<file path="config.mk">
export PLATFORM = sky130hd
export DESIGN_NAME = wptr_full_lvl_flat
export DESIGN_NICKNAME = d
export VERILOG_FILES = /design/src/rtl/fifo_pkg.sv /design/src/rtl/wptr_full_lvl_if.sv /design/src/rtl/sync_nff.sv /design/src/rtl/wptr_full_lvl.sv /design/src/flat_wrapper.sv
export SDC_FILE = /design/constraint.sdc
export NUM_CORES = 1
export LEC_CHECK = 0
export BUFFER_PORTS_ARGS = -buffer_cell sky130_fd_sc_hd__buf_2
export CAP_MARGIN = 20
export CELL_PAD_IN_SITES_DETAIL_PLACEMENT = 0
export CELL_PAD_IN_SITES_GLOBAL_PLACEMENT = 2
export CORE_MARGIN = 2
export CORE_UTILIZATION = 37
export CTS_BUF_LIST = sky130_fd_sc_hd__clkbuf_2 sky130_fd_sc_hd__clkbuf_4 sky130_fd_sc_hd__clkbuf_8
export CTS_CLUSTER_DIAMETER = 80
export DETAILED_ROUTE_END_ITERATION = 10
export PLACE_DENSITY = 0.85
export SLEW_MARGIN = 20
export SYNTH_ARGS = -nofsm -noshare
export SYNTH_HDL_FRONTEND = slang
export SYNTH_SLANG_ARGS = --single-unit
export TNS_END_PERCENT = 20
</file>
<file path="constraint.sdc">
create_clock -name wclk -period 5.45 [get_ports wclk]
set_input_delay 0 -clock wclk [delete_from_list [all_inputs] [get_ports wclk]]
set_output_delay 0 -clock wclk [all_outputs]
set_load 0.005 [all_outputs]
</file>
<file path="src/rtl/fifo_pkg.sv">
// Shared helpers for the dual-clock FIFO: Gray/binary conversion and default sizing.
package fifo_pkg;

  localparam int ADDRSIZE_DEF    = 9;
  localparam int SYNC_STAGES_DEF = 2;

  // Conversions work on a 32-bit container; callers cast to their pointer width.
  function automatic logic [31:0] bin2gray(input logic [31:0] b);
    return b ^ (b >> 1);
  endfunction

  function automatic logic [31:0] gray2bin(input logic [31:0] g);
    logic [31:0] b;
    b = g;
    for (int i = 1; i < 32; i++) begin
      b = b ^ (g >> i);
    end
    return b;
  endfunction

endpackage

</file>
<file path="src/rtl/wptr_full_lvl_if.sv">
// Write-side FIFO bundle: requests and read pointer in, address, pointer and status out.
interface wptr_full_lvl_if #(
  parameter int ADDRSIZE = fifo_pkg::ADDRSIZE_DEF
) ();

  logic                winc;
  logic                wclr_ovf;
  logic [ADDRSIZE:0]   waf_thresh;
  logic [ADDRSIZE:0]   rptr;
  logic [ADDRSIZE-1:0] waddr;
  logic [ADDRSIZE:0]   wptr;
  logic                wfull;
  logic                walmost_full;
  logic [ADDRSIZE:0]   wlevel;
  logic                wovf;

  modport master (
    output winc, wclr_ovf, waf_thresh, rptr,
    input  waddr, wptr, wfull, walmost_full, wlevel, wovf
  );

  modport slave (
    input  winc, wclr_ovf, waf_thresh, rptr,
    output waddr, wptr, wfull, walmost_full, wlevel, wovf
  );

endinterface

</file>
<file path="src/rtl/sync_nff.sv">
// STAGES-deep, WIDTH-wide flop chain for bringing a Gray pointer into another clock domain.
module sync_nff #(
  parameter int WIDTH  = 1,
  parameter int STAGES = 2
) (
  input  logic             clk,
  input  logic             rst,
  input  logic [WIDTH-1:0] d,
  output logic [WIDTH-1:0] q
);

  logic [STAGES-1:0][WIDTH-1:0] chain;

  // NOTE: every stage is reset so a stale pointer never escapes after reset release.
  always_ff @(posedge clk or posedge rst) begin
    if (rst) begin
      chain <= '0;
    end else begin
      chain <= {chain[STAGES-2:0], d};
    end
  end

  assign q = chain[STAGES-1];

endmodule

</file>
<file path="src/rtl/wptr_full_lvl.sv">
// Write-domain pointer, fill level, full/almost-full and sticky overflow for the async FIFO.
module wptr_full_lvl
  import fifo_pkg::*;
#(
  parameter int ADDRSIZE    = ADDRSIZE_DEF,
  parameter int SYNC_STAGES = SYNC_STAGES_DEF
) (
  input  logic           wclk,
  input  logic           wrst,
  wptr_full_lvl_if.slave bus
);

  localparam int PW = ADDRSIZE + 1;

  logic [PW-1:0] wbin;
  logic [PW-1:0] wbinnext;
  logic [PW-1:0] wgraynext;
  logic [PW-1:0] wptr_q;
  logic [PW-1:0] wq_rptr;
  logic [PW-1:0] rbin;
  logic [PW-1:0] level_next;
  logic [PW-1:0] wlevel_q;
  logic          wen;
  logic          full_next;
  logic          wfull_q;
  logic          waf_q;
  logic          wovf_q;

  // The raw Gray pointer goes straight into the first flop; no logic in front of it.
  sync_nff #(
    .WIDTH  (PW),
    .STAGES (SYNC_STAGES)
  ) u_rptr_sync (
    .clk (wclk),
    .rst (wrst),
    .d   (bus.rptr),
    .q   (wq_rptr)
  );

  assign wen        = bus.winc & ~wfull_q;
  assign wbinnext   = wbin + {{ADDRSIZE{1'b0}}, wen};
  assign wgraynext  = PW'(bin2gray(32'(wbinnext)));
  assign rbin       = PW'(gray2bin(32'(wq_rptr)));
  assign level_next = wbinnext - rbin;

  // Full when the next write pointer equals the read pointer with the top two Gray bits flipped.
  assign full_next = (wgraynext == {~wq_rptr[ADDRSIZE:ADDRSIZE-1], wq_rptr[ADDRSIZE-2:0]});

  // NOTE: state uses non-blocking assignments so every flop samples pre-edge values.
  always_ff @(posedge wclk or posedge wrst) begin
    if (wrst) begin
      wbin     <= '0;
      wptr_q   <= '0;
      wlevel_q <= '0;
      wfull_q  <= 1'b0;
      waf_q    <= 1'b0;
      wovf_q   <= 1'b0;
    end else begin
      wbin     <= wbinnext;
      wptr_q   <= wgraynext;
      wlevel_q <= level_next;
      wfull_q  <= full_next;
      waf_q    <= (level_next >= bus.waf_thresh);
      // A rejected write in the same cycle as a clear keeps the flag set.
      wovf_q   <= (bus.winc & wfull_q) | (wovf_q & ~bus.wclr_ovf);
    end
  end

  assign bus.waddr        = wbin[ADDRSIZE-1:0];
  assign bus.wptr         = wptr_q;
  assign bus.wlevel       = wlevel_q;
  assign bus.wfull        = wfull_q;
  assign bus.walmost_full = waf_q;
  assign bus.wovf         = wovf_q;

endmodule

</file>
<file path="src/flat_wrapper.sv">
// flat-port wrapper written by rule: the top's interface ports become plain ports
module wptr_full_lvl_flat import fifo_pkg::*;
#(
  parameter int ADDRSIZE    = ADDRSIZE_DEF,
  parameter int SYNC_STAGES = SYNC_STAGES_DEF
)
  (wclk, wrst, bus_winc, bus_wclr_ovf, bus_waf_thresh, bus_rptr, bus_waddr, bus_wptr, bus_wfull, bus_walmost_full, bus_wlevel, bus_wovf);
  wptr_full_lvl_if #(.ADDRSIZE(ADDRSIZE)) bus_i ();
  input  logic wclk;
  input  logic wrst;
  input wire logic [$bits(bus_i.winc)-1:0] bus_winc;
  input wire logic [$bits(bus_i.wclr_ovf)-1:0] bus_wclr_ovf;
  input wire logic [$bits(bus_i.waf_thresh)-1:0] bus_waf_thresh;
  input wire logic [$bits(bus_i.rptr)-1:0] bus_rptr;
  output wire logic [$bits(bus_i.waddr)-1:0] bus_waddr;
  output wire logic [$bits(bus_i.wptr)-1:0] bus_wptr;
  output wire logic [$bits(bus_i.wfull)-1:0] bus_wfull;
  output wire logic [$bits(bus_i.walmost_full)-1:0] bus_walmost_full;
  output wire logic [$bits(bus_i.wlevel)-1:0] bus_wlevel;
  output wire logic [$bits(bus_i.wovf)-1:0] bus_wovf;
  assign bus_i.winc = bus_winc;
  assign bus_i.wclr_ovf = bus_wclr_ovf;
  assign bus_i.waf_thresh = bus_waf_thresh;
  assign bus_i.rptr = bus_rptr;
  assign bus_waddr = bus_i.waddr;
  assign bus_wptr = bus_i.wptr;
  assign bus_wfull = bus_i.wfull;
  assign bus_walmost_full = bus_i.walmost_full;
  assign bus_wlevel = bus_i.wlevel;
  assign bus_wovf = bus_i.wovf;
  wptr_full_lvl #(.ADDRSIZE(ADDRSIZE), .SYNC_STAGES(SYNC_STAGES)) u_core (.wclk(wclk), .wrst(wrst), .bus(bus_i));
endmodule
</file>
==> flow_metrics.env, run 1 <==
export IMPL_cp_arrival_ps=4330
export IMPL_hold_class="in -> reg"
export IMPL_cts_inserted_buffers=5
export IMPL_cp_start_kind="flip-flop"
export IMPL_die_h_um=87.9
export IMPL_dr_pass1_iters=4
export IMPL_tightest_slew_ps=857
export IMPL_initialDrtViolationCount=64
export IMPL_crit_type="reg -> reg"
export IMPL_path_clk_slew_ps=90
export IMPL_p_leak_nw=1.62
export IMPL_nets=334
export IMPL_core_area_um2=6790
export IMPL_fin_skew_ps=8.51
export IMPL_place_gp_congestion=0.769
export IMPL_grt_start_max_net_pins=53
export IMPL_synth_area_leaders="dfrtp_1 50%, ha_1 11%, xnor2_1 8.1%"
export IMPL_cpMostUsedCell="xor2_2"
export IMPL_cp_data_required_time_ps=5640
export IMPL_tns_ps=0
export IMPL_diodes=0
export IMPL_synth_flop_cell="dfrtp_1"
export IMPL_fin_crit_sh=0.759
export IMPL_irDropWorstVdd_v=0.000243
export IMPL_num_rows=30
export IMPL_ys_warn_count=0
export IMPL_synthToLayoutAreaGrowth_pct=24.0
export IMPL_grt_pass1_vias=1580
export IMPL_grt_overflow=0
export IMPL_design_die_area_um2=7730
export IMPL_routed_wl_um=4620
export IMPL_design_area_um2=3230
export IMPL_finalCriticalPeriod_ps=4140
export IMPL_initial_core_util=0.384
export IMPL_h_tree_depth=2
export IMPL_vias=1673
export IMPL_synthArstFlopShare=1.00
export IMPL_dpl_cell_area_um2=2980
export IMPL_dp_hpwl_um=3460
export IMPL_cpPeakStageDelay_ps=430
export IMPL_grt_usage=0.129
export IMPL_ys_ff_latch=52
export IMPL_cap_violations=0
export IMPL_n_fill_cell=639
export IMPL_maxSlewHeadroom=0.428
export IMPL_fmax_mhz=242
export IMPL_post_cts_resized=0
export IMPL_drc=0
export IMPL_cp_end_kind="flip-flop"
export IMPL_synth_top_area_share=0.499
export IMPL_yosys_cell_count_top_type="dfrtp_1"
export IMPL_drive_gt1_frac=0.243
export IMPL_finalSetupViolCount=0
export IMPL_avgSynthCellArea_um2=12.1
export IMPL_clock_sinks=52
export IMPL_synth_top_cell_by_area="dfrtp_1"
export IMPL_finalMaxSlewViolations=0
export IMPL_grt_pass1_wl_um=7560
export IMPL_clock_path_buffers=2
export IMPL_ioPinCount=56
export IMPL_syn_nets=263
export IMPL_syn_area_um2=2610
export IMPL_worst_slack_ps=1310
export IMPL_pwr_density_cell_nw_per_um2=535
export IMPL_vias_per_cell=4.36
export IMPL_clk_latency_ps=310
export IMPL_yosys_cell_types_count=35
export IMPL_root_buffer="clkbuf_8"
export IMPL_critPathMaxFanout=5
export IMPL_hold_viol_final=0
export IMPL_post_drt_wl_per_cell_um=12.0
export IMPL_synthCells=216
export IMPL_ant_nets=0
export IMPL_synthTopCellsByCount="52 x dfrtp_1, 24 x xnor2_1, 22 x ha_1"
export IMPL_cts_tree="built"
export IMPL_io_buffer_count=55
export IMPL_rsz0062_at_grt="false"
export IMPL_status="finished clean"
export IMPL_cp_slowest_cell="dfrtp_1"
export IMPL_pre_cts_slack_ps=1270
export IMPL_cp_cell_sequence="xnor2_2, xor2_2, xor2_2, xor2_2, xor2_2, xor2_4, xnor2_1, ha_1, fa_1, nor2b_1, o21ai_0, nand2b_1, a21o_1, a21oi_1, o21ai_0, xor2_1, ha_1, o211ai_1, o21ai_0"
export IMPL_synth_edff_count=0
export IMPL_synth_seq_area_share=0.499
export IMPL_grt_antenna_before_repair=0
export IMPL_die_x_um=87.9
stage by stage:
stage	utilization	hold WS (ps)	power, mW	std cells
2_1_floorplan	-	31.4	1.22	216
3_3_place_gp	0.439	109	1.47	363
3_5_place_dp	0.439	110	1.47	363
4_1_cts	0.475	104	1.76	384
5_1_grt	0.476	120	1.90	384
6_report	0.476	104	1.73	384
worst max-delay path, delay by kind of cell, from the launching register on:
kind            cells  cell delay [ps]
simple gates        2              240
flops               1              430
fa+ha+maj           3              890
compound gates      6              660
xor+xnor            8             1810
power breakdown:
part	internal (mW)	switching, mW
Clock	0.139	0.136
Sequential	0.492	0.0621
Combinational	0.435	0.464
Total	1.07	0.662
metal layers:
| metal | vias up | global-route usage | share of wire |
|---|---|---|---|
| met4 | 0 | 0.0378 | 0.013 |
| met3 | 5 | 0.0311 | 0.046 |
| met2 | 40 | 0.201 | 0.44 |
| met5 | - | 0 | 0 |
| li1 | 862 | - | - |
| met1 | 766 | 0.180 | 0.50 |
path summary, 6_finish.rpt:
path	depth (start not counted)	slack, ps	end	from
setup / recovery	19	1310	u_core.bus.walmost_full$_DFF_PP0_	u_core.u_rptr_sync.q[8]$_DFF_PP0_
hold / removal	5	100	u_core.bus.walmost_full$_DFF_PP0_	bus_waf_thresh[9]
setup reg to reg	19	1310	u_core.bus.walmost_full$_DFF_PP0_	u_core.u_rptr_sync.q[8]$_DFF_PP0_
hold reg to reg	0	350	u_core.u_rptr_sync.q[9]$_DFF_PP0_	u_core.u_rptr_sync.chain[9]$_DFF_PP0_
max in group asynchronous	3	4560	u_core.u_rptr_sync.q[6]$_DFF_PP0_	wrst
min in group asynchronous	3	380	u_core.bus.wlevel[2]$_DFF_PP0_	wrst
kinds of logic (layout without fill, tap and decap cells):
logic type / Yosys count / count (layout) / synth area share
buffers and inverters: 22 / 94 / 0.0326
XOR/XNOR: 51 / 51 / 0.204
AND/OR/NAND/NOR: 35 / 35 / 0.0682
multiplexers: 1 / 1 / 0.00384
flip-flops: 52 / 52 / 0.499
adder cells (fa/ha/maj): 23 / 23 / 0.113
AO/OA/AOI/OAI: 32 / 32 / 0.0787
layout by cell type (no fill, tap or decap), drive strengths merged:
cell / Yosys / routed
or3: 2 / 2
a211oi: 3 / 3
o21bai: 1 / 1
ha: 22 / 22
a21o: 6 / 6
a31oi: 1 / 1
a222oi: 1 / 1
nand3: 4 / 4
clkinv: 0 / 1
clkbuf: 2 / 5
o211ai: 3 / 3
nand2b: 2 / 2
nor4: 1 / 1
and4: 2 / 2
bufinv: 0 / 1
mux2i: 1 / 1
a21oi: 10 / 10
nor3: 1 / 1
nor2b: 2 / 2
buf: 2 / 55
dfrtp: 52 / 52
xnor2: 25 / 25
xor3: 1 / 1
inv: 18 / 18
xor2: 24 / 24
o211a: 1 / 1
and3: 2 / 2
nor2: 3 / 3
xnor3: 1 / 1
dlygate4sd3: 0 / 13
clkinvlp: 0 / 1
o22ai: 1 / 1
fa: 1 / 1
nand2: 13 / 13
and2: 3 / 3
o21ai: 5 / 5
registers in the layout, indices dropped and copies added (netlist names):
register                  flops
u_core.bus.wptr               9
u_core.u_rptr_sync.chain     10
u_core.bus.walmost_full       1
u_core.wbin                  10
u_core.u_rptr_sync.q         10
u_core.bus.wlevel            10
u_core.bus.wovf               1
u_core.bus.wfull              1
repair_timing:
action	in CTS	in global routing
hold endpoints to repair	40	0
setup endpoints to repair	0	0
hold buffers	13	0
setup buffers	0	0
final cells by class:
class / count / area [µm²] / share of cell area
Tap cell: 96 / 120 / 0.0372
Multi-Input combinational cell: 142 / 1220 / 0.378
Clock buffer: 5 / 68.8 / 0.0213
Timing Repair Buffer: 68 / 405 / 0.125
Inverter: 18 / 68.8 / 0.0213
Clock inverter: 3 / 46.3 / 0.0143
Sequential cell: 52 / 1300 / 0.403
No activity file was read; power rests on OpenSTA's default activity.
==> inputs of run 2 (changes only) <==
--- a/config.mk
+++ b/config.mk
@@ -10,11 +10,11 @@
 export CELL_PAD_IN_SITES_DETAIL_PLACEMENT = 0
 export CELL_PAD_IN_SITES_GLOBAL_PLACEMENT = 2
 export CORE_MARGIN = 2
-export CORE_UTILIZATION = 37
+export CORE_UTILIZATION = 33
 export CTS_BUF_LIST = sky130_fd_sc_hd__clkbuf_2 sky130_fd_sc_hd__clkbuf_4 sky130_fd_sc_hd__clkbuf_8
 export CTS_CLUSTER_DIAMETER = 80
 export DETAILED_ROUTE_END_ITERATION = 10
-export PLACE_DENSITY = 0.85
+export PLACE_DENSITY = 0.8
 export SLEW_MARGIN = 20
 export SYNTH_ARGS = -nofsm -noshare
 export SYNTH_HDL_FRONTEND = slang
==> constraint.sdc (replaced) <==
create_clock -name wclk -period 3.75 [get_ports wclk]
set_input_delay 0 -clock wclk [delete_from_list [all_inputs] [get_ports wclk]]
set_output_delay 0 -clock wclk [all_outputs]
set_load 0.005 [all_outputs]
==> run 2 against run 1 <==
- the flow now finishes with violations (negative setup slack)
- combinational power grew 97%
- routed wire length increased by 8.7%
- sequential power up 45%
- total power increased by 68%
- sequential share of layout area is 3.1 points lower
- register-to-register slack worse by 1600 ps
- critical path depth stayed put
- clock skew fell by 3.1 ps
- global-route usage down 0.057 points
- critical endpoint unchanged
==> flow_metrics.env, run 2 (synthesized netlist as in run 1, its figures left out) <==
export IMPL_status="finished, violations left"
export IMPL_grt_antenna_before_repair=0
export IMPL_io_buffer_count=55
export IMPL_pwr_share_clk=0.115
export IMPL_fin_skew_ps=5.37
export IMPL_tightest_slew_ps=867
export IMPL_path_clk_slew_ps=90
export IMPL_tns_ps=-363
export IMPL_design_die_area_um2=8620
export IMPL_p_switching_mw=1.10
export IMPL_hold_end="u_core.bus.walmost_full$_DFF_PP0_"
export IMPL_cts_inserted_buffers=5
export IMPL_dp_hpwl_um=3690
export IMPL_hold_depth=5
export IMPL_hp_start="bus_waf_thresh[9]"
export IMPL_reg2reg_from="u_core.u_rptr_sync.q[9]$_DFF_PP0_"
export IMPL_cp_data_required_time_ps=3940
export IMPL_grt_pass1_vias=1833
export IMPL_diodes=0
export IMPL_cp_start_kind="flip-flop"
export IMPL_use_met2=0.196
export IMPL_die_x_um=92.9
export IMPL_p_comb_frac=0.608
export IMPL_grt_start_max_net_pins=53
export IMPL_initialDrtViolationCount=47
export IMPL_placed_cells=383
export IMPL_post_drt_wl_per_cell_um=12.1
export IMPL_failed_checks="negative setup slack"
export IMPL_crit_type="reg -> reg"
export IMPL_grt_busiest_layer="met2"
export IMPL_pwr_density_cell_nw_per_um2=830
export IMPL_critPathMaxFanout=4
export IMPL_holdWs_ps=124
export IMPL_pwr_share_seq=0.277
export IMPL_p_leak_nw=1.77
export IMPL_drc=0
export IMPL_vias_per_cell=4.27
export IMPL_grt_overflow=0
export IMPL_fmax_mhz=249
export IMPL_root_buffer="clkbuf_8"
export IMPL_die_h_um=92.9
export IMPL_ioPinCount=56
export IMPL_routed_wl_um=5020
export IMPL_rsz0062_at_grt="true"
export IMPL_p_int_mw=1.81
export IMPL_initial_core_util=0.339
export IMPL_num_rows=32
export IMPL_irDropWorstVdd_v=0.000515
export IMPL_hold_viol_final=0
export IMPL_finalMaxSlewViolations=0
export IMPL_synthToLayoutAreaGrowth_pct=34.4
export IMPL_grt_usage=0.129
export IMPL_netSwitchingFraction=0.377
export IMPL_final_cell_mix="55 x buf_2, 52 x dfrtp_1, 23 x buf_4, 22 x xnor2_1, 21 x ha_1"
export IMPL_cp_arrival_ps=4200
export IMPL_grt_pass1_wl_um=8690
export IMPL_grtUsageMet3=0.0285
export IMPL_nets=360
export IMPL_grt_use_met1=0.183
export IMPL_worst_slack_ps=-263
export IMPL_clock_path_buffers=2
export IMPL_finalSetupViolCount=2
export IMPL_finalCriticalPeriod_ps=4010
export IMPL_dr_pass1_iters=4
export IMPL_maxSlewHeadroom=0.421
export IMPL_clock_sinks=52
export IMPL_layout_commonest_cell="buf_2"
export IMPL_drive_gt1_frac=0.341
export IMPL_stdcell_count=416
export IMPL_rrSetupSlack_ps=-260
export IMPL_h_tree_depth=2
export IMPL_cp_end_kind="flip-flop"
export IMPL_cts_tree="built"
export IMPL_ff2ff_path_depth=19
export IMPL_ant_nets=0
export IMPL_clk_latency_ps=300
export IMPL_vias=1775
export IMPL_core_area_um2=7690
export IMPL_r2r_end="u_core.bus.walmost_full$_DFF_PP0_"
export IMPL_place_gp_congestion=0.767
export IMPL_hold_class="in -> reg"
export IMPL_fin_crit_sh=1.07
export IMPL_cap_violations=0
==> run 2: layer usage <==
metal	wire, µm	vias to the layer above
met5	0	-
met4	55	0
met3	207	5
met2	2280	41
met1	2480	820
li1	-	909
==> run 2: repair_timing <==
action,in CTS,in global routing
buffers inserted,7,5
resized for setup,8,7
endpoints found under the hold margin,30,0
pin swaps,12,18
hold buffers,13,0
endpoints found under the setup margin,1,3
==> run 2: worst max-delay path by stage <==
| stage | from | to | slack (ps) | depth (start not counted) |
|---|---|---|---|---|
| floorplan | u_core.u_rptr_sync.q[9]$_DFF_PP0_ | u_core.bus.walmost_full$_DFF_PP0_ | -30 | 18 |
| global placement | u_core.u_rptr_sync.q[9]$_DFF_PP0_ | u_core.bus.walmost_full$_DFF_PP0_ | -330 | 19 |
| detailed placement | u_core.u_rptr_sync.q[9]$_DFF_PP0_ | u_core.bus.walmost_full$_DFF_PP0_ | -400 | 19 |
| CTS | u_core.u_rptr_sync.q[8]$_DFF_PP0_ | u_core.bus.walmost_full$_DFF_PP0_ | -260 | 19 |
| global route | u_core.u_rptr_sync.q[9]$_DFF_PP0_ | u_core.bus.walmost_full$_DFF_PP0_ | -550 | 19 |
| finish | u_core.u_rptr_sync.q[9]$_DFF_PP0_ | u_core.bus.walmost_full$_DFF_PP0_ | -260 | 19 |
==> run 2: metrics by stage <==
| stage | power [mW] | setup slack [ps] | util | instance area (µm²) |
|---|---|---|---|---|
| floorplan | 1.83 | -25.2 | - | 2630 |
| global placement | 2.33 | -330 | 0.405 | 3120 |
| detailed placement | 2.34 | -405 | 0.405 | 3120 |
| CTS | 2.83 | -256 | 0.445 | 3420 |
| global route | 3.20 | -545 | 0.456 | 3500 |
| finish | 2.91 | -263 | 0.456 | 3500 |
==> run 2: layout make-up <==
cell class / count / area (µm²)
Tap cell: 102 / 128
Fill cell: 745 / 4190
Timing Repair Buffer: 94 / 612
Clock buffer: 6 / 82.6
Clock inverter: 2 / 15.0
Inverter: 18 / 68.8
Multi-Input combinational cell: 142 / 1290
Sequential cell: 52 / 1300
==> run 2: power by group through the flow <==
| stage | Clock [mW] | Sequential (mW) | Combinational, mW |
|---|---|---|---|
| 6_report | 0.334 | 0.805 | 1.77 |
| 5_1_grt | 0.376 | 0.825 | 2.00 |
| 4_1_cts | 0.350 | 0.807 | 1.67 |
| 3_5_place_dp | 0 | 0.814 | 1.53 |
| 3_3_place_gp | 0 | 0.816 | 1.52 |
| 2_1_floorplan | 0 | 0.806 | 1.02 |
==> run 2: worst max-delay path, stage by stage, from the launching register on <==
cell,delay [ps]
dfrtp_1,420
xnor2_2,230
xor2_2,220
xor2_2,220
xor2_2,230
xor2_2,290
xor2_4,250
buf_6,130
xor2_1,140
ha_1,270
nor2b_4,140
o21ai_1,120
nand2b_1,80
a21o_1,210
a21oi_4,200
o21ai_2,70
xor2_1,220
ha_1,270
o211ai_1,100
o21ai_1,80
